File: config.mk
export PLATFORM = sky130hd
export DESIGN_NAME = chess_clock_multi_flat
export DESIGN_NICKNAME = d
export VERILOG_FILES = /design/src/rtl/chess_clock_pkg.sv /design/src/rtl/chess_clock_multi_if.sv /design/src/rtl/tick_prescaler.sv /design/src/rtl/chess_clock_multi.sv /design/src/flat_wrapper.sv
export SDC_FILE = /design/constraint.sdc
export NUM_CORES = 1
export LEC_CHECK = 0
export ABC_CLOCK_PERIOD_IN_PS = 7240
export BUFFER_PORTS_ARGS = -buffer_cell sky130_fd_sc_hd__clkbuf_2
export CORE_ASPECT_RATIO = 0.6
export CORE_UTILIZATION = 50
export CTS_CLUSTER_SIZE = 20
export DETAILED_ROUTE_END_ITERATION = 8
export PLACE_DENSITY = 0.83
export SYNTH_ARGS = -nofsm -noshare
export SYNTH_HDL_FRONTEND = slang
export SYNTH_HIERARCHICAL = 1
export SYNTH_SLANG_ARGS = --single-unit
File: constraint.sdc
create_clock -name clk -period 7.24 [get_ports clk]
set_input_delay 0.362 -clock clk [delete_from_list [all_inputs] [get_ports clk]]
set_output_delay 0.362 -clock clk [all_outputs]
set_load 0.05 [all_outputs]
File: src/rtl/chess_clock_pkg.sv
// Shared types and helpers for the N-player game clock: FSM state encoding
// and saturating arithmetic used on the per-player time counters.
package chess_clock_pkg;

  typedef enum logic [1:0] {
    ST_IDLE     = 2'd0,
    ST_RUN      = 2'd1,
    ST_PAUSED   = 2'd2,
    ST_FINISHED = 2'd3
  } state_e;

  function automatic logic [31:0] sat_add(input logic [31:0] a,
                                          input logic [31:0] b,
                                          input logic [31:0] max_v);
    logic [32:0] sum;
    sum = {1'b0, a} + {1'b0, b};
    return (sum > {1'b0, max_v}) ? max_v : sum[31:0];
  endfunction

  function automatic logic [31:0] sat_sub(input logic [31:0] a,
                                          input logic [31:0] b);
    return (b > a) ? 32'd0 : (a - b);
  endfunction

endpackage

File: src/rtl/chess_clock_multi_if.sv
// Control/status bundle between the button front end (master) and the
// game clock (slave); times/active/fin/loser feed the display drivers.
interface chess_clock_multi_if #(
  parameter int NUM_PLAYERS = 2,
  parameter int WIDTH       = 8
);
  localparam int PW = (NUM_PLAYERS > 1) ? $clog2(NUM_PLAYERS) : 1;

  logic                         enload;
  logic [WIDTH-1:0]             load_val;
  logic [WIDTH-1:0]             inc_val;
  logic                         inc_en;
  logic                         start;
  logic                         turn_done;
  logic                         pause;
  logic [NUM_PLAYERS*WIDTH-1:0] times;
  logic [PW-1:0]                active;
  logic                         running;
  logic                         fin;
  logic [PW-1:0]                loser;

  modport master (
    output enload, load_val, inc_val, inc_en, start, turn_done, pause,
    input  times, active, running, fin, loser
  );

  modport slave (
    input  enload, load_val, inc_val, inc_en, start, turn_done, pause,
    output times, active, running, fin, loser
  );

endinterface

File: src/rtl/tick_prescaler.sv
// Divides clk by TICK_DIV while enabled; tick pulses on the last phase.
// Disabling holds the phase so a paused clock resumes mid-period.
module tick_prescaler #(
  parameter int TICK_DIV = 1
) (
  input  logic clk,
  input  logic reset,
  input  logic en,
  input  logic clr,
  output logic tick
);
  localparam int CW = (TICK_DIV > 1) ? $clog2(TICK_DIV) : 1;
  localparam logic [CW-1:0] LAST = CW'(TICK_DIV - 1);

  logic [CW-1:0] cnt_q, cnt_d;

  assign tick = en && (cnt_q == LAST);

  always_comb begin
    cnt_d = cnt_q;
    if (clr)       cnt_d = '0;
    else if (tick) cnt_d = '0;
    else if (en)   cnt_d = cnt_q + 1'b1;
  end

  always_ff @(posedge clk or posedge reset) begin
    if (reset) cnt_q <= '0;
    else       cnt_q <= cnt_d;
  end

endmodule

File: src/rtl/chess_clock_multi.sv
// N-player game clock: one saturating down-counter per player, turn handover
// with optional Fischer increment, pause, and a finish flag naming the loser.
module chess_clock_multi
  import chess_clock_pkg::*;
#(
  parameter int NUM_PLAYERS = 2,
  parameter int WIDTH       = 8,
  parameter int TICK_DIV    = 1
) (
  input logic                clk,
  input logic                reset,
  chess_clock_multi_if.slave bus
);
  localparam int PW = (NUM_PLAYERS > 1) ? $clog2(NUM_PLAYERS) : 1;
  localparam logic [WIDTH-1:0] CNT_MAX     = '1;
  localparam logic [PW-1:0]    LAST_PLAYER = PW'(NUM_PLAYERS - 1);

  state_e        state_q, state_d;
  logic [PW-1:0] active_q, active_d;
  logic [PW-1:0] loser_q, loser_d;
  logic          running_q, running_d;
  logic          fin_q, fin_d;

  logic [WIDTH-1:0]             cnt_vec [NUM_PLAYERS];
  logic [NUM_PLAYERS*WIDTH-1:0] times_w;
  logic [WIDTH-1:0]             act_cnt;
  logic act_zero, run_live, start_go, load_all;
  logic tick, dec_to_zero, handover, pre_clr;

  assign act_cnt  = cnt_vec[active_q];
  assign act_zero = (act_cnt == '0);
  // An exhausted active counter takes precedence over pause and turn_done.
  assign run_live = (state_q == ST_RUN) && !act_zero && !bus.pause;
  assign start_go = (state_q == ST_IDLE) && bus.start && !bus.enload;
  assign load_all = bus.enload && ((state_q == ST_IDLE) || (state_q == ST_FINISHED));

  tick_prescaler #(.TICK_DIV(TICK_DIV)) u_prescaler (
    .clk   (clk),
    .reset (reset),
    .en    (run_live),
    .clr   (pre_clr),
    .tick  (tick)
  );

  // A tick that empties the counter wins over a same-cycle handover.
  assign dec_to_zero = tick && (act_cnt == WIDTH'(1));
  assign handover    = run_live && bus.turn_done && !dec_to_zero;
  assign pre_clr     = start_go || handover;

  for (genvar p = 0; p < NUM_PLAYERS; p++) begin : g_cnt
    logic [WIDTH-1:0] cnt_q, cnt_d;
    logic             is_act;

    assign is_act = (active_q == PW'(p));

    always_comb begin
      cnt_d = cnt_q;
      if (load_all) begin
        cnt_d = bus.load_val;
      end else if (is_act) begin
        if (tick)
          cnt_d = WIDTH'(sat_sub(32'(cnt_q), 32'd1));
        if (handover && bus.inc_en)
          cnt_d = WIDTH'(sat_add(32'(cnt_d), 32'(bus.inc_val), 32'(CNT_MAX)));
      end
    end

    always_ff @(posedge clk or posedge reset) begin
      if (reset) cnt_q <= '0;
      else       cnt_q <= cnt_d;
    end

    assign cnt_vec[p] = cnt_q;
  end

  always_comb begin
    times_w = '0;
    for (int p = 0; p < NUM_PLAYERS; p++)
      times_w[p*WIDTH +: WIDTH] = cnt_vec[p];
  end

  always_comb begin
    state_d  = state_q;
    active_d = active_q;
    loser_d  = loser_q;
    case (state_q)
      ST_IDLE: begin
        if (start_go) begin
          state_d  = ST_RUN;
          active_d = '0;
        end
      end
      ST_RUN: begin
        if (act_zero) begin
          state_d = ST_FINISHED;
          loser_d = active_q;
        end else if (bus.pause) begin
          state_d = ST_PAUSED;
        end else if (handover) begin
          active_d = (active_q == LAST_PLAYER) ? '0 : active_q + 1'b1;
        end
      end
      ST_PAUSED: begin
        if (!bus.pause) state_d = ST_RUN;
      end
      ST_FINISHED: begin
        if (bus.enload) begin
          state_d  = ST_IDLE;
          loser_d  = '0;
          active_d = '0;
        end
      end
      default: state_d = ST_IDLE;
    endcase
    running_d = (state_d == ST_RUN);
    fin_d     = (state_d == ST_FINISHED);
  end

  always_ff @(posedge clk or posedge reset) begin
    if (reset) begin
      state_q   <= ST_IDLE;
      active_q  <= '0;
      loser_q   <= '0;
      running_q <= 1'b0;
      fin_q     <= 1'b0;
    end else begin
      state_q   <= state_d;
      active_q  <= active_d;
      loser_q   <= loser_d;
      running_q <= running_d;
      fin_q     <= fin_d;
    end
  end

  assign bus.times   = times_w;
  assign bus.active  = active_q;
  assign bus.running = running_q;
  assign bus.fin     = fin_q;
  assign bus.loser   = loser_q;

endmodule
File: src/flat_wrapper.sv
// flat-port wrapper written by rule: the top's interface ports become plain ports
module chess_clock_multi_flat import chess_clock_pkg::*;
#(
  parameter int NUM_PLAYERS = 2,
  parameter int WIDTH       = 8,
  parameter int TICK_DIV    = 1
)
  (clk, reset, bus_enload, bus_load_val, bus_inc_val, bus_inc_en, bus_start, bus_turn_done, bus_pause, bus_times, bus_active, bus_running, bus_fin, bus_loser);
  chess_clock_multi_if #(.NUM_PLAYERS(NUM_PLAYERS), .WIDTH(WIDTH)) bus_i ();
  input logic clk;
  input logic reset;
  input wire logic [$bits(bus_i.enload)-1:0] bus_enload;
  input wire logic [$bits(bus_i.load_val)-1:0] bus_load_val;
  input wire logic [$bits(bus_i.inc_val)-1:0] bus_inc_val;
  input wire logic [$bits(bus_i.inc_en)-1:0] bus_inc_en;
  input wire logic [$bits(bus_i.start)-1:0] bus_start;
  input wire logic [$bits(bus_i.turn_done)-1:0] bus_turn_done;
  input wire logic [$bits(bus_i.pause)-1:0] bus_pause;
  output wire logic [$bits(bus_i.times)-1:0] bus_times;
  output wire logic [$bits(bus_i.active)-1:0] bus_active;
  output wire logic [$bits(bus_i.running)-1:0] bus_running;
  output wire logic [$bits(bus_i.fin)-1:0] bus_fin;
  output wire logic [$bits(bus_i.loser)-1:0] bus_loser;
  assign bus_i.enload = bus_enload;
  assign bus_i.load_val = bus_load_val;
  assign bus_i.inc_val = bus_inc_val;
  assign bus_i.inc_en = bus_inc_en;
  assign bus_i.start = bus_start;
  assign bus_i.turn_done = bus_turn_done;
  assign bus_i.pause = bus_pause;
  assign bus_times = bus_i.times;
  assign bus_active = bus_i.active;
  assign bus_running = bus_i.running;
  assign bus_fin = bus_i.fin;
  assign bus_loser = bus_i.loser;
  chess_clock_multi #(.NUM_PLAYERS(NUM_PLAYERS), .WIDTH(WIDTH), .TICK_DIV(TICK_DIV)) u_core (.clk(clk), .reset(reset), .bus(bus_i));
endmodule
# [After elaboration in Yosys (flattened, before gate mapping)]
# Cells that the tools add are included.
# W data, S select, Z words.
[op_classes] add_sub_neg=6 n_mul=0 n_div=0 magnitude_cmp=5 eq_ne=13 n_shift=0 n_mux=37 bitwise_logic=2 reduce_logical=24
[ops] operator="$mux W8" count=19
[ops] operator="$add A8 B8 Y9" count=2
[ops] operator="$gt A9 B8 Y1 const B" count=2
[ops] operator="$gt A1 B8 Y1 const A" count=2
[ops] operator="$sub A8 B1 Y8 const B" count=2
[ops] operator="$logic_and A1 B1 Y1" count=10
[ops] operator="$mux W1" count=10
[ops] operator="$mux W2" count=5
[ops] operator="$eq A8 B1 Y1 const B" count=1
[ops] operator="$logic_not A8 Y1" count=1
[ops] operator="$ne A2 B2 Y1 const B" count=4
[ops] operator="$pmux W2 S4" count=1
[ops] operator="$eq A2 B2 Y1 const B" count=3
[ops] operator="$ne A2 B1 Y1 const B" count=3
[ops] operator="$reduce_and A6 Y1" count=1
[ops] operator="$reduce_bool A3 Y1" count=2
[ops] operator="$eq A2 B1 Y1 const B" count=2
[ops] operator="$logic_not A1 Y1" count=4
[ops] operator="$reduce_bool A2 Y1" count=2
[ops] operator="$pmux W1 S3" count=1
[ops] operator="$reduce_and A3 Y1" count=1
[ops] operator="$add A1 B1 Y1 const B" count=2
[ops] operator="$ge A2 B2 Y1 const B" count=1
[ops] operator="$logic_not A2 Y1" count=1
[ops] operator="other kinds (4)" count=5
[totals] regBits=23 latch_bits=0 mem_bits_rw=0 rom_bits=0 inputBits=23 out_inout_bits=20 elab_cells=95 memories=0

# [Logic depth before layout (Yosys ltp)]
# Gate-level depths: netlist of run 1.
[depth] depth_word=18 ltp_mapped=20 mapped_depth_nobuf=18

# [Modules after synthesis]
# Netlist of run 1, hierarchy kept.
[by_module_without_submodules] mod="chess_clock_multi" instances=1 cells_per_inst=299 area_per_inst_um2=2434.8 seq_area_each_um2=550.5
[by_module_without_submodules] mod="tick_prescaler" instances=1 cells_per_inst=4 area_per_inst_um2=50.0 seq_area_each_um2=25.0

# [Worst setup path after synthesis of run 1]
# OpenSTA, ideal clock, no wires.
[synth_timing] path_type="register -> register" startpoint="register u_core.g_cnt[1].cnt_q[5]" endpoint="register u_core.g_cnt[1].cnt_q[0]" setup_ns=0.087 t_arrival_ns=4.010 required_ns=7.153 path_slack_ns=3.143 stages_incl_launch_ff=19 n_path_buf=2 synth_period_minus_slack_ns=4.097 cell_sequence="dfrtp_1 nor3_1 nand3_1 o41ai_2 or2_1 nor2_1 and2b_2 nor4b_4 and3_2 clkbuf_1 a211o_1 fa_1 nor2b_1 o211ai_1 a211oi_1 or2_1 clkbuf_1 nor2_1 o211ai_1"
[synth_via] elab_chain_cells=17 word_cells_on_any_way=26 classes_between="add/sub: 2; order compare: 2; eq/ne: 1; mux: 11; reduce/logical: 10"
[synth_lines] item="start: declaration" line_no="chess_clock_multi.sv:51" text="logic [WIDTH-1:0] cnt_q, cnt_d;"
[synth_lines] item="start signal: assignment" line_no="chess_clock_multi.sv:70" text="else cnt_q <= cnt_d;"
[synth_lines] item="$mux W8 (implied by the code) * (3 in series)" line_no="chess_clock_multi.sv:30" text="assign act_cnt = cnt_vec[active_q];"
[synth_lines] item="$logic_not A8 Y1 *" line_no="chess_clock_multi.sv:31" text="assign act_zero = (act_cnt == '0);"
[synth_lines] item="$logic_not A1 Y1 *" line_no="chess_clock_multi.sv:33" text="assign run_live = (state_q == ST_RUN) && !act_zero && !bus.pause;"
[synth_lines] item="$logic_and A1 B1 Y1 * (2 in series)" line_no="chess_clock_multi.sv:33"
[synth_lines] item="named net u_core.run_live" line_no="chess_clock_multi.sv:27" text="logic act_zero, run_live, start_go, load_all;"
[synth_lines] item="$logic_and A1 B1 Y1 *" line_no="tick_prescaler.sv:17" text="assign tick = en && (cnt_q == LAST);"
[synth_lines] item="named net u_core.tick" line_no="chess_clock_multi.sv:28" text="logic tick, dec_to_zero, handover, pre_clr;"
[synth_lines] item="$mux W8" line_no="chess_clock_multi.sv:61" text="if (tick)"
[synth_lines] item="$mux W8" line_no="chess_clock_multi.sv:60" text="end else if (is_act) begin"
[synth_lines] item="$mux W8" line_no="chess_clock_multi.sv:58" text="if (load_all) begin"
[synth_lines] item="$add A8 B8 Y9" line_no="chess_clock_pkg.sv:16" text="sum = {1'b0, a} + {1'b0, b};"
[synth_lines] item="$gt A9 B8 Y1" line_no="chess_clock_pkg.sv:17" text="return (sum > {1'b0, max_v}) ? max_v : sum[31:0];"
[synth_lines] item="$mux W8" line_no="chess_clock_pkg.sv:17"
[synth_lines] item="$mux W8 *" line_no="chess_clock_multi.sv:63" text="if (handover && bus.inc_en)"
[synth_lines] item="$mux W8 *" line_no="chess_clock_multi.sv:60"
[synth_lines] item="$mux W8 *" line_no="chess_clock_multi.sv:58"
# Mark *: on every way through the listed nets, which the timed path passes. The rest lies on a longest branch. The select of a mux whose other input is x is not followed.
# A chain may end at the register's enable or synchronous reset.

# [Final worst setup path of run 1]
[layout_timing] startpoint="register u_core.g_cnt[1].cnt_q[5]" endpoint="register u_core.g_cnt[1].cnt_q[4]"
# The elaborated chain is that of the path after synthesis.

==> results of run 1 <==
==> state kept, by name (all words and copies together), names as in the netlist <==
signal / cells
u_core/state_q: 2
u_core/u_prescaler/cnt_q: 1
u_core/bus.fin: 1
u_core/bus.running: 1
u_core/bus.active: 1
u_core/g_cnt.cnt_q: 16
u_core/bus.loser: 1
==> timing repair <==
action,in CTS,in global routing
endpoints found under the hold margin,1,0
hold buffers,1,0
gates resized for setup,0,0
==> logic make-up after synthesis <==
| family | Yosys count | share of synthesized area |
|---|---|---|
| adder cells (fa/ha/maj) | 25 | 0.132 |
| multiplexers | 9 | 0.0413 |
| AO/OA/AOI/OAI | 90 | 0.252 |
| flip-flops | 23 | 0.232 |
| buffers and inverters | 32 | 0.0524 |
| XOR/XNOR | 14 | 0.0493 |
| AND/OR/NAND/NOR | 110 | 0.242 |
==> metrics by stage <==
step / setup WS [ns] / instances / power (mW) / util / hold WS, ns
4_1_cts: 2.89 / 406 / 1.46 / 0.597 / 0.368
6_report: 2.81 / 406 / 1.48 / 0.597 / 0.375
3_5_place_dp: 2.92 / 401 / 1.37 / 0.585 / 0.194
5_1_grt: 2.52 / 406 / 1.60 / 0.597 / 0.394
3_3_place_gp: 3.10 / 401 / 1.33 / 0.585 / 0.200
2_1_floorplan: 3.14 / 303 / 1.12 / - / 0.0907
==> worst max path at each step <==
stage                                      endpoint                            startpoint  slack (ns)
3_5_place_dp   u_core/g_cnt[1].cnt_q[4]$_DFFE_PP0P_  u_core/g_cnt[1].cnt_q[5]$_DFFE_PP0P_        2.92
2_1_floorplan  u_core/g_cnt[1].cnt_q[0]$_DFFE_PP0P_  u_core/g_cnt[1].cnt_q[5]$_DFFE_PP0P_        3.14
5_1_grt        u_core/g_cnt[1].cnt_q[6]$_DFFE_PP0P_  u_core/g_cnt[1].cnt_q[5]$_DFFE_PP0P_        2.52
3_3_place_gp   u_core/g_cnt[1].cnt_q[4]$_DFFE_PP0P_  u_core/g_cnt[1].cnt_q[5]$_DFFE_PP0P_        3.10
6_report       u_core/g_cnt[1].cnt_q[4]$_DFFE_PP0P_  u_core/g_cnt[1].cnt_q[5]$_DFFE_PP0P_        2.81
4_1_cts        u_core/g_cnt[1].cnt_q[4]$_DFFE_PP0P_  u_core/g_cnt[1].cnt_q[5]$_DFFE_PP0P_        2.89
==> per-layer routing <==
metal / global-route usage / wire length, um / vias up
met3: 0.0583 / 652 / 4
met4: 0.0374 / 28 / 0
met5: 0 / 0 / -
met2: 0.436 / 3060 / 112
met1: 0.439 / 3440 / 1231
li1: - / - / 1176
==> critical path: cells and delay by family, from the launching register on <==
family	cells	cell delay, ns
compound gates	4	0.87
simple gates	11	2.36
flops	1	0.45
fa+ha+maj	2	0.62
buf+inv	1	0.07
==> final cells by class <==
class                   instances  area share
repair buffers                 44      0.0814
inverters                      24      0.0322
well taps                      63      0.0282
flip-flops and latches         23       0.206
multi-input cells             248       0.636
clock inverters                 1     0.00179
clock buffers                   3      0.0148
==> power by group <==
part,switching [mW],total (mW),internal (mW)
clock,0.0472,0.0858,0.0386
combinational,0.694,1.09,0.397
sequential,0.113,0.300,0.187
total,0.854,1.48,0.622
==> placed cells by master, fill, tap and decap left out, types with 2 or more instances in the layout <==
cell type,n
ha_1,23
a32o_1,2
o22ai_1,2
fa_1,2
nor4b_1,2
a211oi_1,5
a21o_1,3
or2_1,2
nand3b_1,2
o21bai_1,3
nand2_1,13
o221ai_1,5
mux2i_1,5
dfrtp_1,23
o21ai_1,3
nor3b_1,3
clkbuf_2,42
nor3_2,2
nor2b_1,10
xnor2_1,8
inv_1,24
mux2_2,2
nor2_1,39
or3_1,4
clkbuf_8,3
o21ai_0,12
o21a_1,5
a22oi_1,14
xor2_1,6
mux2_4,2
nor3_1,4
nand3_1,6
o211ai_1,10
a21oi_1,17
nand2b_1,12
a211o_1,2
==> flow_summary.json, run 1 <==
{
  "numClockSinks": 23,
  "cp.arrival_ns": 4.64,
  "fmax_ghz": 0.226,
  "r2r_start": "u_core/g_cnt[1].cnt_q[5]$_DFFE_PP0P_",
  "synth_area_per_cell_um2": 8.20,
  "fin_nets": 392,
  "antenna_left": 0,
  "multi_input_area_um2": 1780,
  "cp_slowest_stage_delay_ns": 0.45,
  "crit_chain": "nor3_1 > nand3_1 > o41ai_2 > or2_1 > nor2_1 > and2b_2 > nor4b_4 > and3_2 > nor2_1 > ha_1 > inv_1 > fa_1 > nor2b_1 > o211ai_1 > a211oi_1 > or2_1 > o211ai_1 > nand3_1",
  "yosys-top-cells-area": "dfrtp_1 23%, ha_1 12%, nor2_1 5.9%, a22oi_1 4.2%, inv_1 3.6%",
  "cp-start-kind": "flip-flop",
  "grt_pass1_vias": 2214,
  "outcome": "finished clean",
  "syn-instance-count": 303,
  "antenna_cells": 0,
  "rr_endpoint": "u_core/g_cnt[1].cnt_q[4]$_DFFE_PP0P_",
  "synthTopCellsByCount": "39 x nor2_1, 24 x inv_1, 23 x dfrtp_1, 23 x ha_1, 17 x a21oi_1",
  "wl_per_cell_um": 17.7,
  "ys_ff_latch": 23,
  "fp.dieH_um": 56.6,
  "cellLeakagePower_nw": 1.29,
  "top_level_ports": 43,
  "ir_worst_vdd_v": 0.000319,
  "min_path_type": "in2reg",
  "yosysTopAreaCell": "dfrtp_1",
  "hp-start": "bus_load_val[4]",
  "slew_headroom": 0.381,
  "grt_antenna_before_repair": 0,
  "die_w_um": 93.0,
  "drtIter0Drc": 228,
  "synthFlopType": "dfrtp_1",
  "seqCellArea_um2": 576,
  "cts_tree": "done",
  "ys_warn_count": 6,
  "firstDrtPassIters": 4,
  "cts_buffers": 3,
  "rsz0062_at_grt": "no",
  "core_area_um2": 4680,
  "synth_edf_count": 0,
  "route.detailed.drc": 0,
  "grt_overflow": 0,
  "cts_root_buf": "clkbuf_8",
  "yosysTopAreaCellShare": 0.232,
  "fillers": 439,
  "power_density_nw_per_um2": 528,
  "finalHoldViolations": 0,
  "setup_viol_count_final": 0,
  "start_util": 0.531,
  "rrSetupSlack_ns": 2.81,
  "drive_gt1_frac": 0.184,
  "reg2regPathDepth": 18,
  "skew_ns": 0.00513,
  "fin_area_um2": 2800,
  "finalCritPeriodShare": 0.612,
  "cts_buffer_depth": 2,
  "synth_most_common_cell": "nor2_1",
  "holdPathStages": 3,
  "crit_path_top_delay_cell": "dfrtp_1",
  "cts_setup_buffers": 0,
  "yosysSeqAreaShare": 0.232,
  "synth_area_um2": 2480,
  "worstSetupPathType": "reg2reg",
  "dpl_cell_area_um2": 2740,
  "critPathRequiredTime_ns": 7.45,
  "dieArea_um2": 5260,
  "vias": 2523,
  "htree_levels": 1,
  "grt_max_degree": 23,
  "end_kind": "flip-flop",
  "drt-total-wl_mm": 7.18,
  "clock_latency_ns": 0.27,
  "hpwl_mm": 5.77,
  "synth-async-reset-ratio": 1.00,
  "grt_usage": 0.290,
  "cap_violations": 0,
  "avgViaCountPerCell": 6.21,
  "synth_fp_nets": 351,
  "cp_max_fo": 15,
  "worst_pin_slew_ns": 0.927,
  "area_growth_pct": 12.6,
  "layout_min_cycle_time_ns": 4.43,
  "grt_pass1_wl_mm": 11.6,
  "rows": 19,
  "slew_violations": 0,
  "whs_endpoint": "u_core/g_cnt[1].cnt_q[4]$_DFFE_PP0P_",
  "io_buffers": 42,
  "synth.distinct_cells": 55,
  "path_clk_slew_ns": 0.09,
  "gp_congestion": 0.972,
  "tns_ns": 0
}
(Power assumes the default switching activity.)
==> run 2: changes to the inputs <==
Settings changed: ABC_CLOCK_PERIOD_IN_PS 7240 to 4200.
Clock period 7.24 ns to 4.2 ns, I/O delays scaled along.
==> flow_summary.json, run 2 (same netlist as run 1, synthesis figures left out) <==
{
  "outcome": "finished clean",
  "finalHoldViolations": 0,
  "rows": 19,
  "power_density_nw_per_um2": 920,
  "hp-start": "bus_load_val[4]",
  "grt_pass1_wl_mm": 11.5,
  "clock_latency_ns": 0.27,
  "drt-total-wl_mm": 7.64,
  "cap_violations": 0,
  "area_growth_pct": 19.6,
  "top_level_ports": 43,
  "cts_buffers": 3,
  "start_util": 0.531,
  "cp.arrival_ns": 4.19,
  "regMostFlops": "u_core/g_cnt.cnt_q",
  "largest_reg_flops": 16,
  "numClockSinks": 23,
  "skew_ns": 0.00449,
  "gp_congestion": 0.968,
  "grt_usage": 0.287,
  "cp-start-kind": "flip-flop",
  "fillers": 403,
  "seqCellArea_um2": 581,
  "antenna_left": 0,
  "fmax_ghz": 0.248,
  "crit_start": "u_core/bus.active$_DFFE_PP0P_",
  "end_kind": "flip-flop",
  "critPathRequiredTime_ns": 4.35,
  "core_area_um2": 4680,
  "worstSetupPathType": "reg2reg",
  "grt_max_degree": 23,
  "fp.dieH_um": 56.6,
  "final_common_cell": "clkbuf_2",
  "cts_tree": "done",
  "drive_gt1_frac": 0.247,
  "cts_root_buf": "clkbuf_8",
  "cellLeakagePower_nw": 1.37,
  "fin_nets": 405,
  "path_clk_slew_ns": 0.09,
  "top_regs": "u_core/g_cnt.cnt_q: 16 flops, u_core/state_q: 2 flops",
  "r2r_start": "u_core/bus.active$_DFFE_PP0P_",
  "io_buffers": 42,
  "layout_min_cycle_time_ns": 4.04,
  "grt_pass1_vias": 2320,
  "drtIter0Drc": 359,
  "total_power_mw": 2.73,
  "grt_overflow": 0,
  "finalCritPeriodShare": 0.962,
  "cts_buffer_depth": 2,
  "avgViaCountPerCell": 6.19,
  "cp_max_fo": 9,
  "final_cell_mix": "42 x clkbuf_2, 39 x nor2_1, 24 x inv_1",
  "die_w_um": 93.0,
  "grt_antenna_before_repair": 0,
  "worst_pin_slew_ns": 0.928,
  "min_path_type": "in2reg",
  "vias": 2593,
  "firstDrtPassIters": 5,
  "route.detailed.drc": 0,
  "hpwl_mm": 5.79,
  "ir_worst_vdd_v": 0.000604,
  "dieArea_um2": 5260,
  "whs_ns": 0.189,
  "htree_levels": 1,
  "wl_per_cell_um": 18.2,
  "multi_input_area_um2": 1850,
  "slew_violations": 0,
  "setup_viol_count_final": 0,
  "antenna_cells": 0,
  "slew_headroom": 0.381
}
## run 2: cell count changes in the layout (fill, tap and decap cells not counted), moves of 2 or more
cell	previous run	this run
nor3_4	0	3
dfrtp_1	23	19
dfrtp_2	0	4
nor3_2	2	0
buf_4	1	14
## run 2: per-stage QoR
stage	area (um2)	setup slack [ns]	setup TNS, ns	utilization	cells
final	2970	0.161	0	0.635	419
after global routing	2970	-0.00510	-0.00510	0.635	419
after CTS	2880	0.0615	0	0.615	417
after detailed placement	2820	0.121	0	0.603	412
after global placement	2820	0.311	0	0.603	412
after floorplan	2480	0.103	0	-	303
## run 2: power breakdown
| part | switching (mW) | internal (mW) |
|---|---|---|
| logic | 1.32 | 0.787 |
| registers | 0.158 | 0.327 |
| clock network | 0.0778 | 0.0679 |
## run 2: critical path, stage by stage (launching register included)
cell      delay, ns
dfrtp_1        0.54
nand4b_1       0.29
o41ai_4        0.14
or2_1          0.24
nor2_1         0.14
and2b_2        0.27
nand2_1        0.13
nor3_1         0.20
mux2_2         0.41
ha_1           0.36
a21oi_1        0.21
nor3b_2        0.23
a211oi_1       0.10
or2_4          0.31
nor4_1         0.24
o21ai_1        0.12
## run 2: metal layers
metal | GRT usage | wire, um | share of wire | vias up
li1 | - | - | - | 1206
met1 | 0.436 | 3550 | 0.46 | 1223
met2 | 0.395 | 3170 | 0.42 | 155
met3 | 0.0691 | 828 | 0.11 | 9
met4 | 0.0835 | 86 | 0.011 | 0
met5 | 0 | 0 | 0 | -
## run 2: cell type report
cell class / count / area share
Multi-Input combinational cell: 248 / 0.623
Timing Repair Buffer: 57 / 0.109
Tap cell: 63 / 0.0265
Inverter: 24 / 0.0303
Clock buffer: 4 / 0.0152
Sequential cell: 23 / 0.195
## run 2: final timing paths
check | endpoint | cells past startpoint | slack [ns]
worst min register to register | u_core/bus.loser$_DFFE_PP0P_ | 2 | 0.55
worst min-delay path | u_core/g_cnt[1].cnt_q[4]$_DFFE_PP0P_ | 3 | 0.19
worst max register to register | u_core/g_cnt[1].cnt_q[5]$_DFFE_PP0P_ | 15 | 0.16
max in group asynchronous | u_core/g_cnt[1].cnt_q[6]$_DFFE_PP0P_ | 3 | 2.89
worst max-delay path | u_core/g_cnt[1].cnt_q[5]$_DFFE_PP0P_ | 15 | 0.16
min in group asynchronous | u_core/u_prescaler/cnt_q$_DFFE_PP0P_ | 3 | 0.32
## run 2: repair_timing
action,4_1_cts,5_1_grt
endpoints found under the setup margin,0,15
setup buffers,0,2
resized for setup,0,17
hold endpoints to repair,1,0
hold buffers,1,0
==> run 3: changes to the inputs <==
Settings changed: CORE_UTILIZATION 50 to 57, PLACE_DENSITY 0.83 to 0.92.
==> flow_summary.json, run 3 (same netlist as run 1, synthesis figures left out) <==
{
  "outcome": "finished clean",
  "numPlacedInstances": 405,
  "cts_root_buf": "clkbuf_8",
  "worstSetupPathType": "reg2reg",
  "final_cell_mix": "42 x clkbuf_2, 39 x nor2_1, 24 x inv_1",
  "fmax_ghz": 0.243,
  "start_util": 0.600,
  "dieArea_um2": 4640,
  "place_ws_ns": 0.0657,
  "layout_min_cycle_time_ns": 4.12,
  "fp.dieH_um": 53.1,
  "slew_violations": 0,
  "cp.arrival_ns": 4.28,
  "top_level_ports": 43,
  "fin_util": 0.701,
  "route.detailed.drc": 0,
  "clock_latency_ns": 0.27,
  "vias": 2646,
  "min_path_type": "in2reg",
  "reg2regPathDepth": 17,
  "largest_reg_flops": 16,
  "cellLeakagePower_nw": 1.34,
  "rrSetupSlack_ns": 0.08,
  "cp_max_fo": 13,
  "area_growth_pct": 16.9,
  "grt_antenna_before_repair": 0,
  "final_common_cell": "clkbuf_2",
  "cts_tree": "done",
  "finalHoldViolations": 0,
  "multi_input_area_um2": 1810,
  "regMostFlops": "u_core/g_cnt.cnt_q",
  "fillers": 364,
  "die_w_um": 87.2,
  "cap_violations": 0,
  "worst_pin_slew_ns": 0.915,
  "instances_no_fill": 413,
  "ir_worst_vdd_v": 0.000467,
  "fin_area_um2": 2910,
  "setup_viol_count_final": 0,
  "end_kind": "flip-flop",
  "core_area_um2": 4140,
  "power_density_nw_per_um2": 919,
  "top_regs": "u_core/g_cnt.cnt_q: 16 flops, u_core/state_q: 2 flops",
  "drive_gt1_frac": 0.229,
  "power_frac_comb": 0.758,
  "skew_ns": 0.00222,
  "rr_endpoint": "u_core/g_cnt[1].cnt_q[5]$_DFFE_PP0P_",
  "grt_overflow": 0,
  "internal_power_mw": 1.14,
  "grt_usage": 0.342,
  "hp-start": "bus_load_val[6]",
  "gp_congestion": 0.985,
  "cp-start-kind": "flip-flop",
  "numClockSinks": 23,
  "path_clk_slew_ns": 0.08,
  "cts_buffer_depth": 2,
  "clock_power_share": 0.054,
  "drt-total-wl_mm": 7.55,
  "io_buffers": 42,
  "switching_share": 0.573,
  "fin_nets": 402,
  "antenna_left": 0,
  "grt_pass1_vias": 2286,
  "setup_ws_ns": 0.0782,
  "p_switching_mw": 1.53,
  "seqCellArea_um2": 578,
  "rows": 18,
  "holdPathStages": 3,
  "drtIter0Drc": 305,
  "whs_endpoint": "u_core/g_cnt[0].cnt_q[6]$_DFFE_PP0P_",
  "grt_max_degree": 23,
  "power_frac_seq": 0.188,
  "htree_levels": 1,
  "dpl_cell_area_um2": 2790,
  "finalCritPeriodShare": 0.981,
  "firstDrtPassIters": 5,
  "slew_headroom": 0.389,
  "cts_buffers": 3,
  "antenna_cells": 0,
  "avgViaCountPerCell": 6.41,
  "critPathRequiredTime_ns": 4.36,
  "hpwl_mm": 5.74,
  "r2r_start": "u_core/g_cnt[1].cnt_q[6]$_DFFE_PP0P_",
  "wl_per_cell_um": 18.3,
  "grt_pass1_wl_mm": 11.5
}
-- run 3: final cells by class --
cell class                      count  area share
Multi-Input combinational cell    248       0.624
Sequential cell                    23       0.199
Timing Repair Buffer               54       0.104
Inverter                           24      0.0310
Tap cell                           60      0.0258
Clock buffer                        3      0.0142
Clock inverter                      1     0.00172
-- run 3: worst max-delay path by stage --
stage | start | to
2_1_floorplan | u_core/g_cnt[1].cnt_q[5]$_DFFE_PP0P_ | u_core/g_cnt[1].cnt_q[0]$_DFFE_PP0P_
3_3_place_gp | u_core/g_cnt[1].cnt_q[5]$_DFFE_PP0P_ | u_core/g_cnt[1].cnt_q[1]$_DFFE_PP0P_
3_5_place_dp | u_core/g_cnt[1].cnt_q[5]$_DFFE_PP0P_ | u_core/g_cnt[1].cnt_q[3]$_DFFE_PP0P_
4_1_cts | u_core/g_cnt[1].cnt_q[5]$_DFFE_PP0P_ | u_core/g_cnt[1].cnt_q[3]$_DFFE_PP0P_
5_1_grt | u_core/g_cnt[1].cnt_q[6]$_DFFE_PP0P_ | u_core/g_cnt[1].cnt_q[5]$_DFFE_PP0P_
6_report | u_core/g_cnt[1].cnt_q[6]$_DFFE_PP0P_ | u_core/g_cnt[1].cnt_q[5]$_DFFE_PP0P_
-- run 3: what timing repair did --
| action | 4_1_cts | 5_1_grt |
|---|---|---|
| endpoints found under the hold margin | 1 | 0 |
| pin swaps | 0 | 2 |
| gates resized for setup | 1 | 8 |
| endpoints found under the setup margin | 7 | 14 |
| setup buffers | 0 | 3 |
| hold buffers | 1 | 0 |
| gates cloned | 0 | 0 |
-- run 3: layer usage --
| layer | global-route usage | part of all wire | up-vias |
|---|---|---|---|
| li1 | - | - | 1201 |
| met1 | 0.470 | 0.44 | 1257 |
| met2 | 0.518 | 0.43 | 163 |
| met3 | 0.0858 | 0.11 | 25 |
| met4 | 0.128 | 0.032 | 0 |
| met5 | 0 | 0 | - |
-- run 3: metrics by stage --
stage / power [mW] / hold WS [ns] / setup TNS (ns)
2_1_floorplan: 1.94 / -0.0613 / 0
6_report: 2.67 / 0.225 / 0
3_5_place_dp: 2.40 / 0.0591 / 0
3_3_place_gp: 2.34 / 0.0541 / 0
5_1_grt: 2.86 / 0.233 / -0.109
4_1_cts: 2.57 / 0.212 / 0
-- run 3: power by group through the flow --
stage	Clock (mW)	Combinational (mW)	Sequential, mW
5_1_grt	0.154	2.18	0.521
3_5_place_dp	0	1.91	0.485
2_1_floorplan	0	1.17	0.765
6_report	0.144	2.03	0.502
4_1_cts	0.147	1.93	0.485
3_3_place_gp	0	1.86	0.474
-- run 3: worst max-delay path: stages (launching register included) --
cell	delay, ns
dfrtp_2	0.46
nor3_4	0.25
nand3_2	0.14
o41ai_2	0.42
or2_1	0.18
nor2_1	0.06
and2b_2	0.22
buf_4	0.19
nor4b_2	0.19
xnor2_1	0.23
nor2_1	0.13
ha_1	0.23
a21oi_1	0.16
nor3b_1	0.35
a211oi_2	0.13
or2_4	0.29
nor4_1	0.23
o21ai_1	0.11
